[config.mk]
export PLATFORM = sky130hd
export DESIGN_NAME = skew_buf_db
export DESIGN_NICKNAME = d
export VERILOG_FILES = /design/src/rtl/skew_buf_db.sv
export SDC_FILE = /design/constraint.sdc
export NUM_CORES = 1
export LEC_CHECK = 0
export BUFFER_PORTS_ARGS = -buffer_cell sky130_fd_sc_hd__buf_2
export CORE_UTILIZATION = 45
export CTS_CLUSTER_SIZE = 20
export DETAILED_ROUTE_END_ITERATION = 10
export PLACE_DENSITY_LB_ADDON = 0.12
export REMOVE_ABC_BUFFERS = 1
export SYNTH_ARGS = -nofsm -noshare
export SYNTH_HDL_FRONTEND = slang
export SYNTH_SLANG_ARGS = --single-unit
export TNS_END_PERCENT = 50
[constraint.sdc]
create_clock -name clk -period 5.54 [get_ports clk]
set_input_delay 0 -clock clk [delete_from_list [all_inputs] [get_ports clk]]
set_output_delay 0 -clock clk [all_outputs]
set_load 0.01 [all_outputs]
[src/rtl/skew_buf_db.sv]
// Double-buffered DIM x DIM matrix store that streams rows as a diagonal skew:
// lane r emits row r delayed by r beats. Ping-pong banks allow fill during stream.

module skew_buf_db_lane #(
  parameter int BITS_AB = 8,
  parameter int DIM     = 8,
  parameter int LANE    = 0,
  parameter int TW      = 4
) (
  input  logic                          clk,
  input  logic                          rst_n,
  input  logic                          load,
  input  logic                          clr,
  input  logic [TW-1:0]                 tidx,
  input  logic                          rvld,
  input  logic [DIM-1:0][BITS_AB-1:0]   row,
  output logic [BITS_AB-1:0]            aout
);
  localparam int AW = (DIM > 1) ? $clog2(DIM) : 1;

  logic [TW-1:0]      col;
  logic [BITS_AB-1:0] nxt;

  assign col = tidx - TW'(LANE);

  // Lane r sees column t-r; outside the diagonal window the lane is idle (zero).
  always_comb begin
    nxt = '0;
    if (rvld && (tidx >= TW'(LANE)) && (col < TW'(DIM)))
      nxt = row[col[AW-1:0]];
  end

  always_ff @(posedge clk or negedge rst_n) begin
    if (!rst_n)    aout <= '0;
    else if (clr)  aout <= '0;
    else if (load) aout <= nxt;
  end
endmodule

module skew_buf_db #(
  parameter int BITS_AB = 8,
  parameter int DIM     = 8
) (
  input  logic                                clk,
  input  logic                                rst_n,
  input  logic                                en,
  input  logic                                wr_en,
  input  logic [$clog2(DIM)-1:0]              wr_row,
  input  logic signed [DIM-1:0][BITS_AB-1:0]  wr_data,
  input  logic                                wr_commit,
  output logic                                wr_ready,
  input  logic                                start,
  output logic signed [DIM-1:0][BITS_AB-1:0]  Aout,
  output logic                                out_valid,
  output logic                                busy,
  output logic                                done,
  output logic [1:0]                          ready_cnt
);
  localparam int TW = $clog2(2*DIM);
  localparam logic [TW-1:0] LAST = TW'(2*DIM-2);

  typedef enum logic [1:0] {B_EMPTY, B_FILLING, B_READY, B_STREAM} bst_t;
  typedef enum logic {S_IDLE, S_STREAM} fsm_t;

  logic [DIM-1:0][BITS_AB-1:0] mem [2][DIM];
  logic [DIM-1:0]              mask [2];
  bst_t                        bst [2];
  bst_t                        bst_n [2];
  fsm_t                        fsm;
  logic [TW-1:0]               t;
  logic                        fp, rd_ptr, cur;
  logic                        wr_acc, cm_acc, start_acc, fin, adv, ld, sel;
  logic [TW-1:0]               tidx;
  logic [1:0]                  rc_n;

  assign wr_ready  = (bst[fp] == B_EMPTY) || (bst[fp] == B_FILLING);
  assign wr_acc    = wr_en & wr_ready;
  assign cm_acc    = wr_commit & wr_ready;
  assign start_acc = (fsm == S_IDLE) && start && (ready_cnt != 2'd0);
  assign fin       = (fsm == S_STREAM) && en && (t == LAST);
  assign adv       = (fsm == S_STREAM) && en && (t != LAST);
  assign ld        = start_acc | adv;
  // Commits alternate banks, so streaming in commit order is a simple toggle.
  assign sel       = start_acc ? rd_ptr : cur;
  assign tidx      = start_acc ? '0 : t + TW'(1);

  always_comb begin
    bst_n[0] = bst[0];
    bst_n[1] = bst[1];
    if (wr_acc && bst[fp] == B_EMPTY) bst_n[fp] = B_FILLING;
    if (cm_acc)                       bst_n[fp] = B_READY;
    if (start_acc)                    bst_n[rd_ptr] = B_STREAM;
    if (fin)                          bst_n[cur] = B_EMPTY;
    rc_n = 2'(bst_n[0] == B_READY) + 2'(bst_n[1] == B_READY);
  end

  always_ff @(posedge clk) begin
    if (wr_acc) mem[fp][wr_row] <= wr_data;
  end

  // When both banks are occupied, fp already names the older one, so the
  // bank freed by the finishing stream is naturally the next fill bank.
  always_ff @(posedge clk or negedge rst_n) begin
    if (!rst_n) begin
      bst[0]    <= B_EMPTY;
      bst[1]    <= B_EMPTY;
      mask[0]   <= '0;
      mask[1]   <= '0;
      fp        <= 1'b0;
      rd_ptr    <= 1'b0;
      cur       <= 1'b0;
      fsm       <= S_IDLE;
      t         <= '0;
      out_valid <= 1'b0;
      busy      <= 1'b0;
      done      <= 1'b0;
      ready_cnt <= 2'd0;
    end else begin
      bst[0]    <= bst_n[0];
      bst[1]    <= bst_n[1];
      ready_cnt <= rc_n;
      done      <= fin;
      if (wr_acc) mask[fp][wr_row] <= 1'b1;
      if (fin)    mask[cur] <= '0;
      if (cm_acc) fp <= ~fp;
      case (fsm)
        S_IDLE: if (start_acc) begin
          fsm       <= S_STREAM;
          t         <= '0;
          cur       <= rd_ptr;
          rd_ptr    <= ~rd_ptr;
          out_valid <= 1'b1;
          busy      <= 1'b1;
        end
        S_STREAM: begin
          if (fin) begin
            fsm       <= S_IDLE;
            t         <= '0;
            out_valid <= 1'b0;
            busy      <= 1'b0;
          end else if (adv) begin
            t <= t + TW'(1);
          end
        end
        default: fsm <= S_IDLE;
      endcase
    end
  end

  for (genvar r = 0; r < DIM; r++) begin : g_lane
    skew_buf_db_lane #(.BITS_AB(BITS_AB), .DIM(DIM), .LANE(r), .TW(TW)) u_lane (
      .clk  (clk),
      .rst_n(rst_n),
      .load (ld),
      .clr  (fin),
      .tidx (tidx),
      .rvld (mask[sel][r]),
      .row  (mem[sel][r]),
      .aout (Aout[r])
    );
  end
endmodule

==> impl_metrics.tcl, run 1 <==
set metrics [dict create \
    hold_path.class "input pin to async pin" \
    critical_path.startpoint_type "flop" \
    pwr_density_cell_nw_per_um2 571.4 \
    layout.nets 2965 \
    grt_start_max_net_pins 94 \
    netlist-cell-type-count 78 \
    stdcell_area_um2 50880 \
    route.vias.total 27950 \
    worstSetupPathType "flop to flop" \
    synth_largest_type_area_fraction_pct 70.07 \
    ioPinCount 143 \
    core_um2 96710 \
    tritoncts "built" \
    post_synthesis_register_bit_count 1120 \
    grt.overflow.total 0 \
    worst_slew_margin_rel_pct 15.25 \
    synth_top_cell_by_area "sky130_fd_sc_hd__edfxtp_1" \
    synth.cells.most_frequent "1,024 x sky130_fd_sc_hd__edfxtp_1, 156 x sky130_fd_sc_hd__o221ai_1, 116 x sky130_fd_sc_hd__nor2_1, 100 x sky130_fd_sc_hd__nand2_1, 96 x sky130_fd_sc_hd__dfrtp_1" \
    grt_pass1_wl_mm 207.5 \
    synth.yosys.warnings 0 \
    drtAntennaViolNets 0 \
    ir_drop_uv 617.3 \
    yosysMostFrequentCell "sky130_fd_sc_hd__edfxtp_1" \
    highest_clock_rate_mhz 224.1 \
    detail_route.iter0.violations 3549 \
    kind_of_capture_point_of_the_worst_setup_path "flop" \
    crit_arrival_ps 5030 \
    design.die.area_um2 98780 \
    post_synth.cell_area_avg_um2 16.47 \
    tritoncts.num_buffers 115 \
    critPathRequiredTime_ps 6110 \
    register_to_register_setup_slack_ps 1080 \
    die-height_um 314.3 \
    synth_top_flop_cell "sky130_fd_sc_hd__edfxtp_1" \
    fillerInstances 7988 \
    port_buf_inserts 142 \
    r2r_cells 11 \
    avgViaCountPerCell 6.562 \
    postSynth.asyncResetShare_pct 8.571 \
    clock_sinks 1120 \
    globalplace.congestion 0.8306 \
    wire_per_inst_um 34.53 \
    number_of_antenna_violations_at_the_first_check_in_global_routing 4 \
    synthTopCellsByArea "sky130_fd_sc_hd__edfxtp_1 70%, sky130_fd_sc_hd__dfrtp_1 5.5%, sky130_fd_sc_hd__o221ai_1 3.1%" \
    outcome "finished with violations" \
    clockBufferDepth 3 \
    number_of_global_route_vias_before_repair 27740 \
    postSynthCellCount 2664 \
    yosysSeqAreaShare_pct 75.54 \
    timing.final.crit_period_ps 4463 \
    initial_utilization_pct 45.38 \
    clock_tree.htree_level_count 3 \
    setup_repair_after_global_routing_missed_its_margin "false" \
    postPlaceCellArea_um2 46360 \
    multi_input_comb_area_um2 9973 \
    fp-row-count 114 \
    seq_area_um2 33160 \
    drt_first_pass_iters 9 \
    clk_pin_slew_ps 60 \
    worst_clock_skew_ps 19.32 \
    min_period_over_period_pct 80.55 \
    horiz_die_dim_um 314.3 \
    synth_area_um2 43890 \
    setup-tns-final_ps 0 \
    timing_max_transition_violations_final 0 \
    drive_above_1_share_pct 20.11 \
    drt_drc_violations_left 2 \
    synth-edff-count 1024 \
    finalSetupViolCount 0 \
    dp.final_hpwl_mm 78.50 \
    globalRouteTotalUtil_pct 29.70 \
    violations "design-rule violations" \
    hold_viol 0 \
    dp_worst_setup_slack_ps 1185 \
    tightest_slew_ps 1266 \
    cts_root_buffer "sky130_fd_sc_hd__clkbuf_16" \
    worstSkewPairLatency_ps 690 \
    area_growth_syn_to_layout_pct 15.94 \
    critical_path.max_fanout 28 \
    leakage_nw 17.06 \
    detail_route.wirelength_mm 147.1 \
    cap_violations 0 \
    post-cts-setup-buffer-count 0 \
    worst_slack_ps 1077 \
]
## through the flow
stage                     util, %  power (mW)  hold WS, ps  instances
final                       52.61       29.07        43.03       4260
after CTS                   52.61       28.94        9.218       4259
after detailed placement    47.94       21.17        116.0       3971
after global routing        52.61       29.89        54.09       4259
after floorplan                 -       15.80       -295.6       2461
after global placement      47.94       21.07        110.8       3971
## state kept, by name, indices dropped and copies added (netlist names)
signal	flops
rd_ptr	1
done	1
ready_cnt	2
mem	1024
fp	1
mask	16
bst	4
cur	1
fsm	1
busy	1
t	4
g_lane.u_lane.aout	64
## critical path, cell delays in order, from the launching register on
cell and delay (ps):
sky130_fd_sc_hd__dfrtp_2 370, sky130_fd_sc_hd__buf_4 500, sky130_fd_sc_hd__inv_1 210, sky130_fd_sc_hd__ha_1 380
sky130_fd_sc_hd__inv_2 90, sky130_fd_sc_hd__o21ai_4 60, sky130_fd_sc_hd__inv_1 100, sky130_fd_sc_hd__buf_4 470
sky130_fd_sc_hd__ha_1 430, sky130_fd_sc_hd__a32oi_1 140, sky130_fd_sc_hd__or4_1 1090, sky130_fd_sc_hd__o31ai_1 460
## kinds of logic (layout without fill, tap and decap cells)
logic type	after synthesis	count (layout)	synth area share, %
multiplexers	167	167	4.408
flip-flops	1120	1120	75.54
XOR/XNOR	9	9	0.2652
AND/OR/NAND/NOR	401	401	4.248
buffers and inverters	220	539	2.346
adder cells (fa/ha/maj)	11	11	0.3136
AO/OA/AOI/OAI	736	736	12.88
other	0	1	0
## power by group
part	switching (mW)	internal, mW
registers	0.240	9.44
clock network	3.23	4.54
logic	8.01	3.61
## layout by cell type, fill, tap and decap left out, drive strengths merged, types with 8 or more instances in the layout
cell type	netlist	final
a211oi	31	31
a21oi	78	78
a311o	16	16
a31oi	53	53
a32o	23	23
and3	43	43
buf	114	235
bufinv	0	9
clkbuf	89	169
clkinv	0	35
dfrtp	96	96
dlygate4sd3	0	68
edfxtp	1024	1024
ha	11	11
inv	17	20
mux2	70	70
mux2i	83	83
mux4	14	14
nand2	101	101
nand2b	8	8
nand3	78	78
nor2	118	118
nor3	20	20
o211a	16	16
o211ai	16	16
o21a	13	13
o21ai	94	94
o221a	28	28
o221ai	156	156
o22ai	89	89
o311a	29	29
o31ai	40	40
or3	12	12
## final timing paths
check / to / start
max in group asynchronous: g_lane[5].u_lane.aout[2]$_DFFE_PN0P_ / rst_n
max: g_lane[5].u_lane.aout[6]$_DFFE_PN0P_ / t[0]$_DFFE_PN0P_
min reg2reg: g_lane[4].u_lane.aout[5]$_DFFE_PN0P_ / g_lane[4].u_lane.aout[5]$_DFFE_PN0P_
min in group clk: mem[0][318]$_DFFE_PP_ / wr_row[2]
max reg2reg: g_lane[5].u_lane.aout[6]$_DFFE_PN0P_ / t[0]$_DFFE_PN0P_
min: g_lane[4].u_lane.aout[6]$_DFFE_PN0P_ / rst_n
## layout make-up
cell class / count / area share (%)
clock inverter: 50 / 0.9935
antenna: 1 / 0.004918
clock buffer: 169 / 6.492
sequential: 1120 / 65.17
timing repair buffer: 303 / 4.471
tap: 1276 / 3.138
multi-input combinational: 1324 / 19.60
inverter: 17 / 0.1303
## metal layers
metal	vias up	track usage [%]	share of wire, %
met3	250	5.165	9.1
li1	11370	-	-
met5	-	0	0.0088
met4	2	10.27	3.4
met2	1522	46.24	46
met1	14810	42.25	42
## what timing repair did
item	in CTS	in global routing
resized for setup	0	0
endpoints found under the hold margin	1084	0
hold buffers	69	0
endpoints found under the setup margin	0	0
Note: power is estimated with default switching activity, not from simulation.
==> run 2, diff against run 1 <==
ABC_AREA = 1   (was unset)
clock period = 3.9 ns   (was 5.54 ns; I/O delays follow)
==> run 2 against run 1 <==
The flow now finishes without violations. Sequential share of layout area is 1.4 points lower. Clock skew is 5.1 ps higher. Non-clock buffer count is 6 higher. Maximum frequency is 37% higher. Routed wire length is 8.2% lower. Worst setup slack worse by 440 ps. Via count is 8.9% higher. Flip-flop and latch count stayed put. Global-route usage is 3.1 points lower. Area after synthesis is 2.6% higher. Critical path depth stayed put. Count of clock-buffer cells in the layout is 24 lower. Largest cell class unchanged. Highest routed layer unchanged.
==> impl_metrics.tcl, run 2 <==
set metrics [dict create \
    ir_drop_uv 1414 \
    postPlaceCellArea_um2 47430 \
    critical_path.max_fanout 77 \
    hold_viol 0 \
    worstSkewPairLatency_ps 710 \
    grt_use_met1_pct 37.22 \
    final_cells 5321 \
    critical_path.startpoint_type "flop" \
    synth_area_um2 45010 \
    detail_route.wirelength_mm 135.1 \
    synth_largest_type_area_fraction_pct 68.32 \
    regMostFlops "mem" \
    number_of_antenna_violations_at_the_first_check_in_global_routing 2 \
    post_cts_resize_count 0 \
    worstSetupPathType "flop to flop" \
    grt_util_met2_pct 43.77 \
    final_core_utilization_pct 52.66 \
    setup_repair_after_global_routing_missed_its_margin "false" \
    cts_root_buffer "sky130_fd_sc_hd__clkbuf_16" \
    ioPinCount 143 \
    clk_pin_slew_ps 60 \
    tritoncts.num_buffers 117 \
    drtAntennaViolNets 0 \
    globalplace.congestion 0.7918 \
    clock_sinks 1120 \
    timing.final.crit_period_ps 3264 \
    die-height_um 318.3 \
    leakage_nw 19.20 \
    tightest_slew_ps 1158 \
    synth.yosys.warnings 0 \
    path_delay_family "simple AND/OR/NAND/NOR gates" \
    tritoncts "built" \
    horiz_die_dim_um 318.3 \
    route.vias.total 30440 \
    min_period_over_period_pct 83.70 \
    globalRouteTotalUtil_pct 26.63 \
    netlist-cell-type-count 36 \
    dp.final_hpwl_mm 71.88 \
    timing.critical_path.slowest_stage_cell "sky130_fd_sc_hd__buf_4" \
    core_um2 98710 \
    synth.cells.most_frequent "1,153 x sky130_fd_sc_hd__nand3_1, 1,024 x sky130_fd_sc_hd__edfxtp_1, 1,020 x sky130_fd_sc_hd__nand2_1, 127 x sky130_fd_sc_hd__buf_2, 96 x sky130_fd_sc_hd__dfrtp_1" \
    detail_route.iter0.violations 2949 \
    outcome "complete, no violations" \
    post_synth.cell_area_avg_um2 12.02 \
    crit_arrival_ps 3840 \
    clock_tree.htree_level_count 3 \
    yosysSeqAreaShare_pct 73.66 \
    postSynthCellCount 3743 \
    cp_common_cell "sky130_fd_sc_hd__nand3_1" \
    critPathBufInv 3 \
    highest_clock_rate_mhz 306.4 \
    grtUsageMet3_pct 3.313 \
    grt.overflow.total 0 \
    kind_of_capture_point_of_the_worst_setup_path "flop" \
    drive_above_1_share_pct 11.60 \
    worst_clock_skew_ps 24.46 \
    avgViaCountPerCell 5.720 \
    biggestRegsByFlops "mem x1024, g_lane.u_lane.aout x64, mask x16" \
    busiest_layer "met2" \
    fillerInstances 8489 \
    port_buf_inserts 142 \
    initial_utilization_pct 45.60 \
    timing_max_transition_violations_final 0 \
    synth-edff-count 1024 \
    critPathRequiredTime_ps 4480 \
    postSynth.asyncResetShare_pct 8.571 \
    stdcell_area_um2 51970 \
    layout.nets 4015 \
    grt_pass1_wl_mm 199.5 \
    largest_register_ff_count 1024 \
    wire_per_inst_um 25.38 \
    area_growth_syn_to_layout_pct 15.48 \
    cp_slowest_stage_delay_ps 880 \
    worst_slew_margin_rel_pct 22.82 \
    post_synthesis_register_bit_count 1120 \
    cap_violations 0 \
    layout.cells.most_common "sky130_fd_sc_hd__nand3_1" \
    finalSetupViolCount 0 \
    number_of_global_route_vias_before_repair 29350 \
    placed_cells_incl_taps 5028 \
    most-common-layout-cells "1,153 x sky130_fd_sc_hd__nand3_1, 1,024 x sky130_fd_sc_hd__edfxtp_1, 1,019 x sky130_fd_sc_hd__nand2_1" \
    setup-tns-final_ps 0 \
    drt_drc_violations_left 0 \
    drt_first_pass_iters 6 \
    insertedDiodeCount 0 \
    synthTopCellsByArea "sky130_fd_sc_hd__edfxtp_1 68%, sky130_fd_sc_hd__nand3_1 13%, sky130_fd_sc_hd__nand2_1 8.5%" \
    synth_top_cell_by_area "sky130_fd_sc_hd__edfxtp_1" \
    clockBufferDepth 3 \
    design.die.area_um2 101300 \
    pwr_density_cell_nw_per_um2 782.5 \
    yosysMostFrequentCell "sky130_fd_sc_hd__nand3_1" \
    fp-row-count 115 \
    synth_top_flop_cell "sky130_fd_sc_hd__edfxtp_1" \
    grt_start_max_net_pins 154 \
    hold_path.class "input pin to flop" \
    crit_path_cell_trace "inv_1 > nand2_1 > nand2_2 > nand2_8 > inv_8 > buf_4 > nand3_1 > nand3_1 > nand3_1 > nand3_1 > nand2_1" \
]
==> run 2: power by group <==
part           internal [mW]  total [mW]  switching [mW]
clock                   6.43        11.1            4.67
sequential              13.6        14.0           0.377
combinational           4.12        15.6            11.4
==> run 2: through the flow <==
stage / setup WS [ps] / hold slack, ps / total power, mW
floorplan: -7114 / -295.6 / 22.89
global placement: 708.8 / 114.8 / 29.62
detailed placement: 657.8 / 108.0 / 29.67
CTS: 648.0 / 8.348 / 40.79
global route: 547.3 / 46.12 / 42.41
finish: 635.9 / 29.04 / 40.67
==> run 2: area by class of cell <==
class	instances	area (µm²)	share of cell area [%]
sequential	1120	33150	63.78
multi-input combinational	2330	10750	20.67
clock buffer	145	3104	5.973
timing repair buffer	309	2437	4.689
tap	1287	1610	3.098
clock inverter	77	715.7	1.377
inverter	53	210.2	0.4044
==> run 2: routing by layer <==
layer | share of wire (%) | vias up
met3 | 5.9 | 218
met4 | 2.8 | 2
met1 | 43 | 15420
met5 | 0.0081 | -
li1 | - | 13740
met2 | 48 | 1050
==> run 2: timing repair <==
item                                    CTS  global route
setup buffers                             0             0
endpoints found under the hold margin  1126             0
hold buffers                             71             0
==> run 2: worst paths after layout <==
path,start,end,cells past startpoint,slack (ps)
worst min register to register,g_lane[5].u_lane.aout[3]$_DFFE_PN0P_,g_lane[5].u_lane.aout[3]$_DFFE_PN0P_,2,470
min in group asynchronous,rst_n,g_lane[0].u_lane.aout[4]$_DFFE_PN0P_,4,460
max in group asynchronous,rst_n,g_lane[3].u_lane.aout[2]$_DFFE_PN0P_,4,2980
worst max register to register,ready_cnt[1]$_DFF_PN0_,g_lane[6].u_lane.aout[3]$_DFFE_PN0P_,11,640
worst min-delay path,start,cur$_DFFE_PN0N_,5,30
worst max-delay path,ready_cnt[1]$_DFF_PN0_,g_lane[6].u_lane.aout[3]$_DFFE_PN0P_,11,640
==> run 2: cell families after synthesis <==
| kind of cell | share of synthesized area (%) |
|---|---|
| DFF | 73.66 |
| buffers and inverters | 2.902 |
| adders and majority gates | 0.3058 |
| AOI/OAI and AO/OA | 0.5949 |
| and+or+nand+nor | 22.42 |
| xor gates and xnor gates | 0.1168 |
==> run 2: worst reg2reg max path, stage by stage (launching register included) <==
cell                      delay [ps]
sky130_fd_sc_hd__dfrtp_1         370
sky130_fd_sc_hd__inv_1            50
sky130_fd_sc_hd__nand2_1         110
sky130_fd_sc_hd__nand2_2         350
sky130_fd_sc_hd__nand2_8         220
sky130_fd_sc_hd__inv_8           330
sky130_fd_sc_hd__buf_4           880
sky130_fd_sc_hd__nand3_1         220
sky130_fd_sc_hd__nand3_1         150
sky130_fd_sc_hd__nand3_1         150
sky130_fd_sc_hd__nand3_1         240
sky130_fd_sc_hd__nand2_1          70
